==> src/rtl/lsu_mem_stage_if.sv <==
// ---------------------------------------------------------------------------
// lsu_mem_stage_if
//
// Groups the three buses of the memory-access stage into one bundle:
//   request  : execute stage -> stage   (req_valid/req_ready/req_op/req_addr/
//                                        req_wdata/req_rd)
//   memory   : stage <-> data memory    (mem_addr/mem_wdata/mem_we/mem_rdata)
//   response : stage -> writeback       (resp_valid/resp_ready/resp_data/
//                                        resp_rd/resp_wen/resp_err)
//   status   : busy
//
// Handshake rule for both req and resp: a transfer happens on a rising clock
// edge where valid and ready are both 1. The sender keeps valid and all
// payload fields stable until that edge; ready may change freely.
//
// modport slave  : the lsu_mem_stage itself.
// modport master : the surroundings (execute, writeback, memory).
// ---------------------------------------------------------------------------
interface lsu_mem_stage_if #(
  parameter int RD_W = 3
);
  logic            req_valid;
  logic            req_ready;
  logic [1:0]      req_op;
  logic [15:0]     req_addr;
  logic [15:0]     req_wdata;
  logic [RD_W-1:0] req_rd;

  logic [15:0]     mem_addr;
  logic [15:0]     mem_wdata;
  logic            mem_we;
  logic [15:0]     mem_rdata;

  logic            resp_valid;
  logic            resp_ready;
  logic [15:0]     resp_data;
  logic [RD_W-1:0] resp_rd;
  logic            resp_wen;
  logic            resp_err;

  logic            busy;

  modport slave (
    input  req_valid, req_op, req_addr, req_wdata, req_rd,
    input  mem_rdata,
    input  resp_ready,
    output req_ready,
    output mem_addr, mem_wdata, mem_we,
    output resp_valid, resp_data, resp_rd, resp_wen, resp_err,
    output busy
  );

  modport master (
    output req_valid, req_op, req_addr, req_wdata, req_rd,
    output mem_rdata,
    output resp_ready,
    input  req_ready,
    input  mem_addr, mem_wdata, mem_we,
    input  resp_valid, resp_data, resp_rd, resp_wen, resp_err,
    input  busy
  );
endinterface

==> src/rtl/lsu_mem_stage.sv <==
// ---------------------------------------------------------------------------
// lsu_mem_stage
//
// Memory-access pipeline stage between execute and a 16-bit, byte-addressed,
// little-endian data memory (combinational read, write on posedge when
// mem_we=1). One load/store is in flight at a time:
//
//   IDLE -> ACCESS -> RESP -> IDLE            LW, LB, SW, out-of-range
//   IDLE -> ACCESS -> WRITE -> RESP -> IDLE   SB (read-modify-write)
//
// Byte stores read the whole word in ACCESS, merge the new low byte and write
// the word back in WRITE, since the memory always writes both bytes.
//
// Ports:
//   clk      rising-edge clock
//   rst_n    asynchronous active-low reset
//   bus      lsu_mem_stage_if.slave (request, memory and response buses, busy)
//   state_o  current FSM state (0=IDLE 1=ACCESS 2=WRITE 3=RESP), debug only
//
// Parameters:
//   ADDR_LIMIT   highest legal base address; larger addresses report resp_err
//   SIGN_EXT_LB  1: LB sign-extends bit 7, 0: LB zero-extends
//   RD_W         width of the destination-register tag
// ---------------------------------------------------------------------------
module lsu_mem_stage #(
  parameter logic [15:0] ADDR_LIMIT  = 16'h03FE,
  parameter bit          SIGN_EXT_LB = 1'b1,
  parameter int          RD_W        = 3
) (
  input  logic                 clk,
  input  logic                 rst_n,
  lsu_mem_stage_if.slave       bus,
  output logic [1:0]           state_o
);

  typedef enum logic [1:0] {
    IDLE   = 2'd0,
    ACCESS = 2'd1,
    WRITE  = 2'd2,
    RESP   = 2'd3
  } state_e;

  localparam logic [1:0] OP_LW = 2'b00;
  localparam logic [1:0] OP_SW = 2'b01;
  localparam logic [1:0] OP_LB = 2'b10;
  localparam logic [1:0] OP_SB = 2'b11;

  state_e          state_q;
  logic [1:0]      op_q;
  logic [15:0]     addr_q;
  logic [15:0]     wdata_q;
  logic [RD_W-1:0] rd_q;
  logic            err_q;
  logic [15:0]     merged_q;

  logic [15:0]     resp_data_q;
  logic [RD_W-1:0] resp_rd_q;
  logic            resp_wen_q;
  logic            resp_err_q;

  logic            req_fire;
  logic [15:0]     lb_ext;
  logic            in_access;
  logic            in_write;
  logic            sw_commit;

  // req_ready is gated by rst_n so nothing is offered while reset is held.
  assign bus.req_ready = rst_n && (state_q == IDLE);
  assign req_fire      = bus.req_valid && bus.req_ready;

  assign lb_ext = SIGN_EXT_LB ? {{8{bus.mem_rdata[7]}}, bus.mem_rdata[7:0]}
                              : {8'h00, bus.mem_rdata[7:0]};

  // ---------------------------------------------------------------------
  // FSM and all registered state/response fields.
  // ---------------------------------------------------------------------
  always_ff @(posedge clk or negedge rst_n) begin
    if (!rst_n) begin
      state_q     <= IDLE;
      op_q        <= OP_LW;
      addr_q      <= 16'h0000;
      wdata_q     <= 16'h0000;
      rd_q        <= '0;
      err_q       <= 1'b0;
      merged_q    <= 16'h0000;
      resp_data_q <= 16'h0000;
      resp_rd_q   <= '0;
      resp_wen_q  <= 1'b0;
      resp_err_q  <= 1'b0;
    end else begin
      case (state_q)
        IDLE: begin
          if (req_fire) begin
            op_q    <= bus.req_op;
            addr_q  <= bus.req_addr;
            wdata_q <= bus.req_wdata;
            rd_q    <= bus.req_rd;
            err_q   <= (bus.req_addr > ADDR_LIMIT);
            state_q <= ACCESS;
          end
        end

        ACCESS: begin
          resp_rd_q  <= rd_q;
          resp_err_q <= err_q;
          if (err_q) begin
            resp_data_q <= 16'h0000;
            resp_wen_q  <= 1'b0;
            state_q     <= RESP;
          end else begin
            case (op_q)
              OP_LW: begin
                resp_data_q <= bus.mem_rdata;
                resp_wen_q  <= 1'b1;
                state_q     <= RESP;
              end
              OP_LB: begin
                resp_data_q <= lb_ext;
                resp_wen_q  <= 1'b1;
                state_q     <= RESP;
              end
              OP_SW: begin
                // The word itself is committed by mem_we during this cycle.
                resp_data_q <= 16'h0000;
                resp_wen_q  <= 1'b0;
                state_q     <= RESP;
              end
              default: begin
                // SB: keep the memory's high byte, replace the low byte.
                merged_q    <= {bus.mem_rdata[15:8], wdata_q[7:0]};
                resp_data_q <= 16'h0000;
                resp_wen_q  <= 1'b0;
                state_q     <= WRITE;
              end
            endcase
          end
        end

        WRITE: begin
          state_q <= RESP;
        end

        RESP: begin
          if (bus.resp_ready) begin
            state_q <= IDLE;
          end
        end

        default: begin
          state_q <= IDLE;
        end
      endcase
    end
  end

  // ---------------------------------------------------------------------
  // Memory port. Decoded only from state and captured op, so an
  // asynchronous reset (state -> IDLE) removes mem_we in the same instant
  // and a pending write never reaches the memory.
  // ---------------------------------------------------------------------
  assign in_access = (state_q == ACCESS);
  assign in_write  = (state_q == WRITE);
  assign sw_commit = in_access && (op_q == OP_SW) && !err_q;

  assign bus.mem_we    = sw_commit || in_write;
  assign bus.mem_addr  = (in_access || in_write) ? addr_q : 16'h0000;
  assign bus.mem_wdata = sw_commit ? wdata_q :
                         in_write  ? merged_q : 16'h0000;

  // ---------------------------------------------------------------------
  // Response and status outputs.
  // ---------------------------------------------------------------------
  assign bus.resp_valid = (state_q == RESP);
  assign bus.resp_data  = resp_data_q;
  assign bus.resp_rd    = resp_rd_q;
  assign bus.resp_wen   = resp_wen_q;
  assign bus.resp_err   = resp_err_q;
  assign bus.busy       = (state_q != IDLE);

  assign state_o = state_q;

endmodule

==> src/flat_wrapper.sv <==
// flat-port wrapper written by rule: the top's interface ports become plain ports
module lsu_mem_stage_flat 
#(
  parameter logic [15:0] ADDR_LIMIT  = 16'h03FE,
  parameter bit          SIGN_EXT_LB = 1'b1,
  parameter int          RD_W        = 3
)
  (clk, rst_n, state_o, bus_req_valid, bus_req_op, bus_req_addr, bus_req_wdata, bus_req_rd, bus_mem_rdata, bus_resp_ready, bus_req_ready, bus_mem_addr, bus_mem_wdata, bus_mem_we, bus_resp_valid, bus_resp_data, bus_resp_rd, bus_resp_wen, bus_resp_err, bus_busy);
  lsu_mem_stage_if #(.RD_W(RD_W)) bus_i ();
  input  logic clk;
  input  logic rst_n;
  output logic [1:0] state_o;
  input wire logic [$bits(bus_i.req_valid)-1:0] bus_req_valid;
  input wire logic [$bits(bus_i.req_op)-1:0] bus_req_op;
  input wire logic [$bits(bus_i.req_addr)-1:0] bus_req_addr;
  input wire logic [$bits(bus_i.req_wdata)-1:0] bus_req_wdata;
  input wire logic [$bits(bus_i.req_rd)-1:0] bus_req_rd;
  input wire logic [$bits(bus_i.mem_rdata)-1:0] bus_mem_rdata;
  input wire logic [$bits(bus_i.resp_ready)-1:0] bus_resp_ready;
  output wire logic [$bits(bus_i.req_ready)-1:0] bus_req_ready;
  output wire logic [$bits(bus_i.mem_addr)-1:0] bus_mem_addr;
  output wire logic [$bits(bus_i.mem_wdata)-1:0] bus_mem_wdata;
  output wire logic [$bits(bus_i.mem_we)-1:0] bus_mem_we;
  output wire logic [$bits(bus_i.resp_valid)-1:0] bus_resp_valid;
  output wire logic [$bits(bus_i.resp_data)-1:0] bus_resp_data;
  output wire logic [$bits(bus_i.resp_rd)-1:0] bus_resp_rd;
  output wire logic [$bits(bus_i.resp_wen)-1:0] bus_resp_wen;
  output wire logic [$bits(bus_i.resp_err)-1:0] bus_resp_err;
  output wire logic [$bits(bus_i.busy)-1:0] bus_busy;
  assign bus_i.req_valid = bus_req_valid;
  assign bus_i.req_op = bus_req_op;
  assign bus_i.req_addr = bus_req_addr;
  assign bus_i.req_wdata = bus_req_wdata;
  assign bus_i.req_rd = bus_req_rd;
  assign bus_i.mem_rdata = bus_mem_rdata;
  assign bus_i.resp_ready = bus_resp_ready;
  assign bus_req_ready = bus_i.req_ready;
  assign bus_mem_addr = bus_i.mem_addr;
  assign bus_mem_wdata = bus_i.mem_wdata;
  assign bus_mem_we = bus_i.mem_we;
  assign bus_resp_valid = bus_i.resp_valid;
  assign bus_resp_data = bus_i.resp_data;
  assign bus_resp_rd = bus_i.resp_rd;
  assign bus_resp_wen = bus_i.resp_wen;
  assign bus_resp_err = bus_i.resp_err;
  assign bus_busy = bus_i.busy;
  lsu_mem_stage #(.ADDR_LIMIT(ADDR_LIMIT), .SIGN_EXT_LB(SIGN_EXT_LB), .RD_W(RD_W)) u_core (.clk(clk), .rst_n(rst_n), .bus(bus_i), .state_o(state_o));
endmodule
==> config.mk <==
export PLATFORM = sky130hd
export DESIGN_NAME = lsu_mem_stage_flat
export DESIGN_NICKNAME = d
export VERILOG_FILES = /design/src/rtl/lsu_mem_stage_if.sv /design/src/rtl/lsu_mem_stage.sv /design/src/flat_wrapper.sv
export SDC_FILE = /design/constraint.sdc
export NUM_CORES = 1
export LEC_CHECK = 0
export ABC_AREA = 1
export CORE_ASPECT_RATIO = 0.5
export CORE_MARGIN = 2
export CORE_UTILIZATION = 50
export DETAILED_ROUTE_END_ITERATION = 16
export PLACE_DENSITY = 0.86
export SLEW_MARGIN = 20
export SYNTH_ARGS = -nofsm -noshare
export SYNTH_HDL_FRONTEND = slang
export SYNTH_SLANG_ARGS = --single-unit
==> constraint.sdc <==
create_clock -name clk -period 2.87 [get_ports clk]
set_input_delay 0.574 -clock clk [delete_from_list [all_inputs] [get_ports clk]]
set_output_delay 0.574 -clock clk [all_outputs]
set_load 0.01 [all_outputs]
After elaboration in Yosys (flattened, before gate mapping) --
Cells that the tools add are included.
Word-level totals: bits of input ports 57, word-level logic and storage cells 48, output and inout bits 59, bits in registers 77
Cells by class: muxes and demuxes 12, bitwise logic cells 2, reductions and logical operators 15, magnitude comparators 1, eq/ne operators 7
Operators by type and width (number):
- 2-to-1 mux 16 bit | 4
- case mux 16 bit (2 select lines) | 1
- > comparator 16 x 10 -> 1 bit, second input constant | 1
- case mux 2 bit (4 select lines) | 1
- == test 2 bit, second input constant | 3
- 2-to-1 mux 2 bit | 3
- == test 2 x 1 -> 1 bit, second input constant | 2
- logical AND 1 bit | 4
- zero test 2 bit | 2
- AND reduction 2 bit | 2
- 2-to-1 mux 1 bit | 3
- AND reduction 3 bit | 1
- OR reduction 3 bit | 1
- logical OR 1 bit | 2
- != test 2 x 1 -> 1 bit, second input constant | 1
- != test 2 bit, second input constant | 1
- NOT 1 bit | 2
- nonzero test 2 bit | 1
- OR reduction 2 bit | 1
- zero test 1 bit | 1

Depth between registers and ports, before layout --
depth after elaboration 5, gate-level depth with buffers 8, depth with buffers taken out 7

Worst setup path after synthesis --
No wires, ideal clock.
path type register -> output, from reg u_core.state_q[1] (netlist: u_core.state_o[1]), to out bus_mem_wdata[10], arrival time 1.528 ns, slack 0.768 ns, cell stages (with the launch flop) 8, cell sequence dfrtp_1 > inv_1 > ha_1 > inv_2 > nor2_8 > nand3_4 > buf_6 > a21oi_1
On the way: longest elaborated chain between the ends 4, elaborated cells between the ends (all ways) 6, those cells by class 2 x eq/ne; 2 x mux; 2 x reduce/logical
RTL lines:
- from (decl) | line lsu_mem_stage.sv:48 | state_e state_q;
- from (signal assigned) | line lsu_mem_stage.sv:79 | state_q <= IDLE;
- from (signal assigned) | line lsu_mem_stage.sv:99 | state_q <= ACCESS;
- from (signal assigned) | line lsu_mem_stage.sv:109 | state_q <= RESP;
- == test 2 x 1 -> 1 bit | line lsu_mem_stage.sv:161 | assign in_access = (state_q == ACCESS);
- logical AND 1 bit (2 in a row) | line lsu_mem_stage.sv:163 | assign sw_commit = in_access && (op_q == OP_SW) && !err_q;
- 2-to-1 mux 16 bit * | line lsu_mem_stage.sv:167 | assign bus.mem_wdata = sw_commit ? wdata_q :
- to (decl) | line flat_wrapper.sv:22 | output wire logic [$bits(bus_i.mem_wdata)-1:0] bus_mem_wdata;
Every way passes the cells marked *; elsewhere a longest branch is shown, timed or not.

Worst setup path after layout --
from reg u_core.state_q[1] (netlist: u_core.state_o[1]), to out bus_mem_wdata[12]
Same word-level chain as after synthesis.

==> run metrics <==
period utilisation layout=102%; CP Capture Type=output pin; Total GRT Usage=26.6%; synthesized flop and latch total=77; sequential fraction of the synthesis area=53.9%; fin nets=625; die area=0.00788 mm²; DP Wirelength=6410 µm; skew final=0.00723 ns; initial DRC count=295; Yosys top cell area share=53.9%; Worst R2R Setup Slack=0.83 ns; mux cell area share after synthesis=0%; xor/xnor share of the synthesized area=0%; worst-skew pair later-pin latency=0.34 ns; routed wire length=10500 µm; Max Cap Viol=0; Hold Crit Class=reg2reg; worst r2r src=u_core.state_o[1]; TNS Setup=-0.132 ns; Final Hold Fails=0; synthesized cell area=0.00357 mm²; level count of the clock H-tree=3; drc violations=0; Crit-path slowest cell=clkdlybuf4s50_1; Clk pin slew, worst setup/hold paths=0.06 ns; # IOs=116; adder-cell area share of the yosys netlist=1.75%; CP max FO=8; DR WL/cell=15.9 µm; I/O Buffers=115; area of the core=0.00681 mm²; layout cells sized above 1=9.17%; Reg-to-Reg End=u_core.merged_q[6]; Post-Synth Simple-Gate Area=27.4%; Synth Warn #=0; synthesis-to-finish area growth=46.7%; DRT Pass-1 Iters=4; Worst Path Required=2.30 ns; first-pass GRT wire length=16000 µm; Clock Sink Count=77; Post-Layout Cell Count=659; status=finished with violations; pin slew with the least headroom to its limit=0.972 ns; largest family of logic cells by synthesized area=simple AND/OR/NAND/NOR gates; WS Path Type=reg2out; Die Ht=63.8 µm; Hold Crit Start=u_core.bus.resp_data[12]; placed inst area=0.00480 mm²; IR drop worst, VDD=468 µV; Final ANT Viol Nets=0; vias in the first global route=3307; crit path DAT=2.36 ns; Syn Nets=505; die width=124 µm; fill count=430; clk buf depth=2; post-layout min period=2.94 ns; pre-CTS setup slack=0.205 ns; Syn Area/Cell=8.07 µm²; Hold Path Cell Cnt=2; CTS tree=yes; Initial Util=52.5%; CTS hold repair buffers=0; total CTS buffers=9; fin area=0.00524 mm²; Rows=21; clock root cell=clkbuf_16; worst-case reg-to-reg path depth=7; initial antenna violation count=0; fmax=0.340 GHz; Hold EP=u_core.bus.resp_data[12]; P per Cell Area=930 mW/mm²; CP dominant cell by count=inv_2; gr ovfl total=0; Critical Path Source Type=register; ranking of synthesized cells by area=dfrtp_1, nand2_1, nand3_1; synth unique cells=21; RSZ-0062 raised after global routing=true; diodes inserted=0; post-synthesis compound-gate area fraction=8.61%; post-synth top area cell=dfrtp_1; Slew Limit Fails=0; via count=3499; Synth Instances=443; max incr delay on CP=0.57 ns; PnR worst setup slack=-0.0672 ns; routability cong.=0.800; mean number of vias per cell=5.31; Slew Limit Headroom=35.2%; Inst Count DP=635; # setup viols final=4; largest net degree at the start of global routing=79; failing checks=setup timing; cells along the critical path=inv_2 > ha_2 > inv_2 > nor2_8 > nand3_4 > a21oi_1 > clkdlybuf4s50_1; Leakage=2.77 nW
[worst max-delay path: cells and delay by family (launching register included)]
kind | cells | cell delay (ns)
AO/OA/AOI/OAI | 1 | 0.26
AND/OR/NAND/NOR | 2 | 0.40
flip-flops | 1 | 0.43
buffers and inverters | 3 | 0.74
adder cells (fa/ha/maj) | 1 | 0.21
[metrics by stage]
step                utilization [%]  total power [W]  hold WS, ns
floorplan                         -          0.00267        0.278
global placement               70.5          0.00356        0.456
detailed placement             70.5          0.00360        0.464
CTS                            75.3          0.00478        0.479
global route                   77.1          0.00517        0.491
finish                         77.1          0.00488        0.477
[area by class of cell]
type / instances / area [µm²] / share of cell area (%)
repair buffers: 129 / 1280 / 24.5
clock inverters: 3 / 46.3 / 0.883
flip-flops and latches: 77 / 1930 / 36.8
well taps: 92 / 115 / 2.20
multi-input cells: 300 / 1450 / 27.7
clock buffers: 12 / 246 / 4.70
inverters: 46 / 173 / 3.29
[cell usage after synthesis]
cell / count
nand4_1: 2
o21ai_2: 7
a22o_1: 1
nor2_1: 26
a21oi_1: 19
ha_1: 5
o211ai_1: 1
buf_1: 1
nor2_8: 1
nand3_1: 48
clkinv_1: 1
buf_2: 9
nand2_1: 158
nand3_4: 1
o21ai_1: 1
clkbuf_1: 11
buf_6: 3
dfrtp_1: 77
inv_1: 44
inv_2: 1
o21ai_0: 26
[placed cells by master (no fill, tap or decap), drive strengths merged]
cell	count
ha	5
clkinv	2
bufinv	1
nand2	158
o211ai	1
dfrtp	77
clkdlybuf4s50	107
o21ai	34
nand4	2
buf	15
nor2	27
clkbuf	12
clkinvlp	1
a21oi	19
inv	45
a22o	1
dlymetal6s2s	7
nand3	53
[sequential cells by signal, summed over array words and instances, names as in the netlist]
| register | flops |
|---|---|
| u_core.merged_q | 16 |
| u_core.rd_q | 3 |
| u_core.bus.resp_err | 1 |
| u_core.bus.resp_wen | 1 |
| u_core.err_q | 1 |
| u_core.state_o | 2 |
| u_core.bus.resp_rd | 3 |
| u_core.bus.resp_data | 16 |
| u_core.addr_q | 16 |
| u_core.op_q | 2 |
| u_core.wdata_q | 16 |
[how the worst max path moves through the flow]
stage | from | to | slack (ns) | cells past startpoint
after floorplan | u_core.state_o[1] | bus_mem_wdata[10] | 0.77 | 7
after global placement | u_core.state_o[1] | bus_mem_wdata[7] | 0.34 | 7
after detailed placement | u_core.state_o[1] | bus_mem_wdata[14] | 0.21 | 7
after CTS | u_core.state_o[0] | bus_mem_addr[10] | 0.01 | 5
after global routing | u_core.state_o[1] | bus_mem_wdata[12] | -0.18 | 7
final | u_core.state_o[1] | bus_mem_wdata[12] | -0.07 | 7
[where the power goes]
group	switching, W	internal (W)
clock network	0.000434	0.000694
logic	0.00110	0.000894
registers	0.000286	0.00147
total	0.00182	0.00306
[metal layers]
layer,vias to the layer above,GRT usage (%),wire [µm]
met5,-,0,0
met4,0,8.66,377
met1,1637,35.6,4220
li1,1636,-,-
met2,187,42.2,4930
met3,39,7.14,941
[what timing repair did]
action | 4_1_cts | 5_1_grt
gates resized for setup | 2 | 18
gates cloned | 2 | 2
pin swaps | 0 | 1
buffers inserted | 0 | 5
endpoints found under the setup margin | 17 | 33
endpoints found under the hold margin | 0 | 0
[cell families (layout without fill, tap and decap cells)]
group	after synthesis	in the layout
AND/OR/NAND/NOR	236	240
AO/OA/AOI/OAI	55	55
flip-flops	77	77
buffers and inverters	70	190
adder cells (fa/ha/maj)	5	5
No activity file was read; power rests on OpenSTA's default activity.
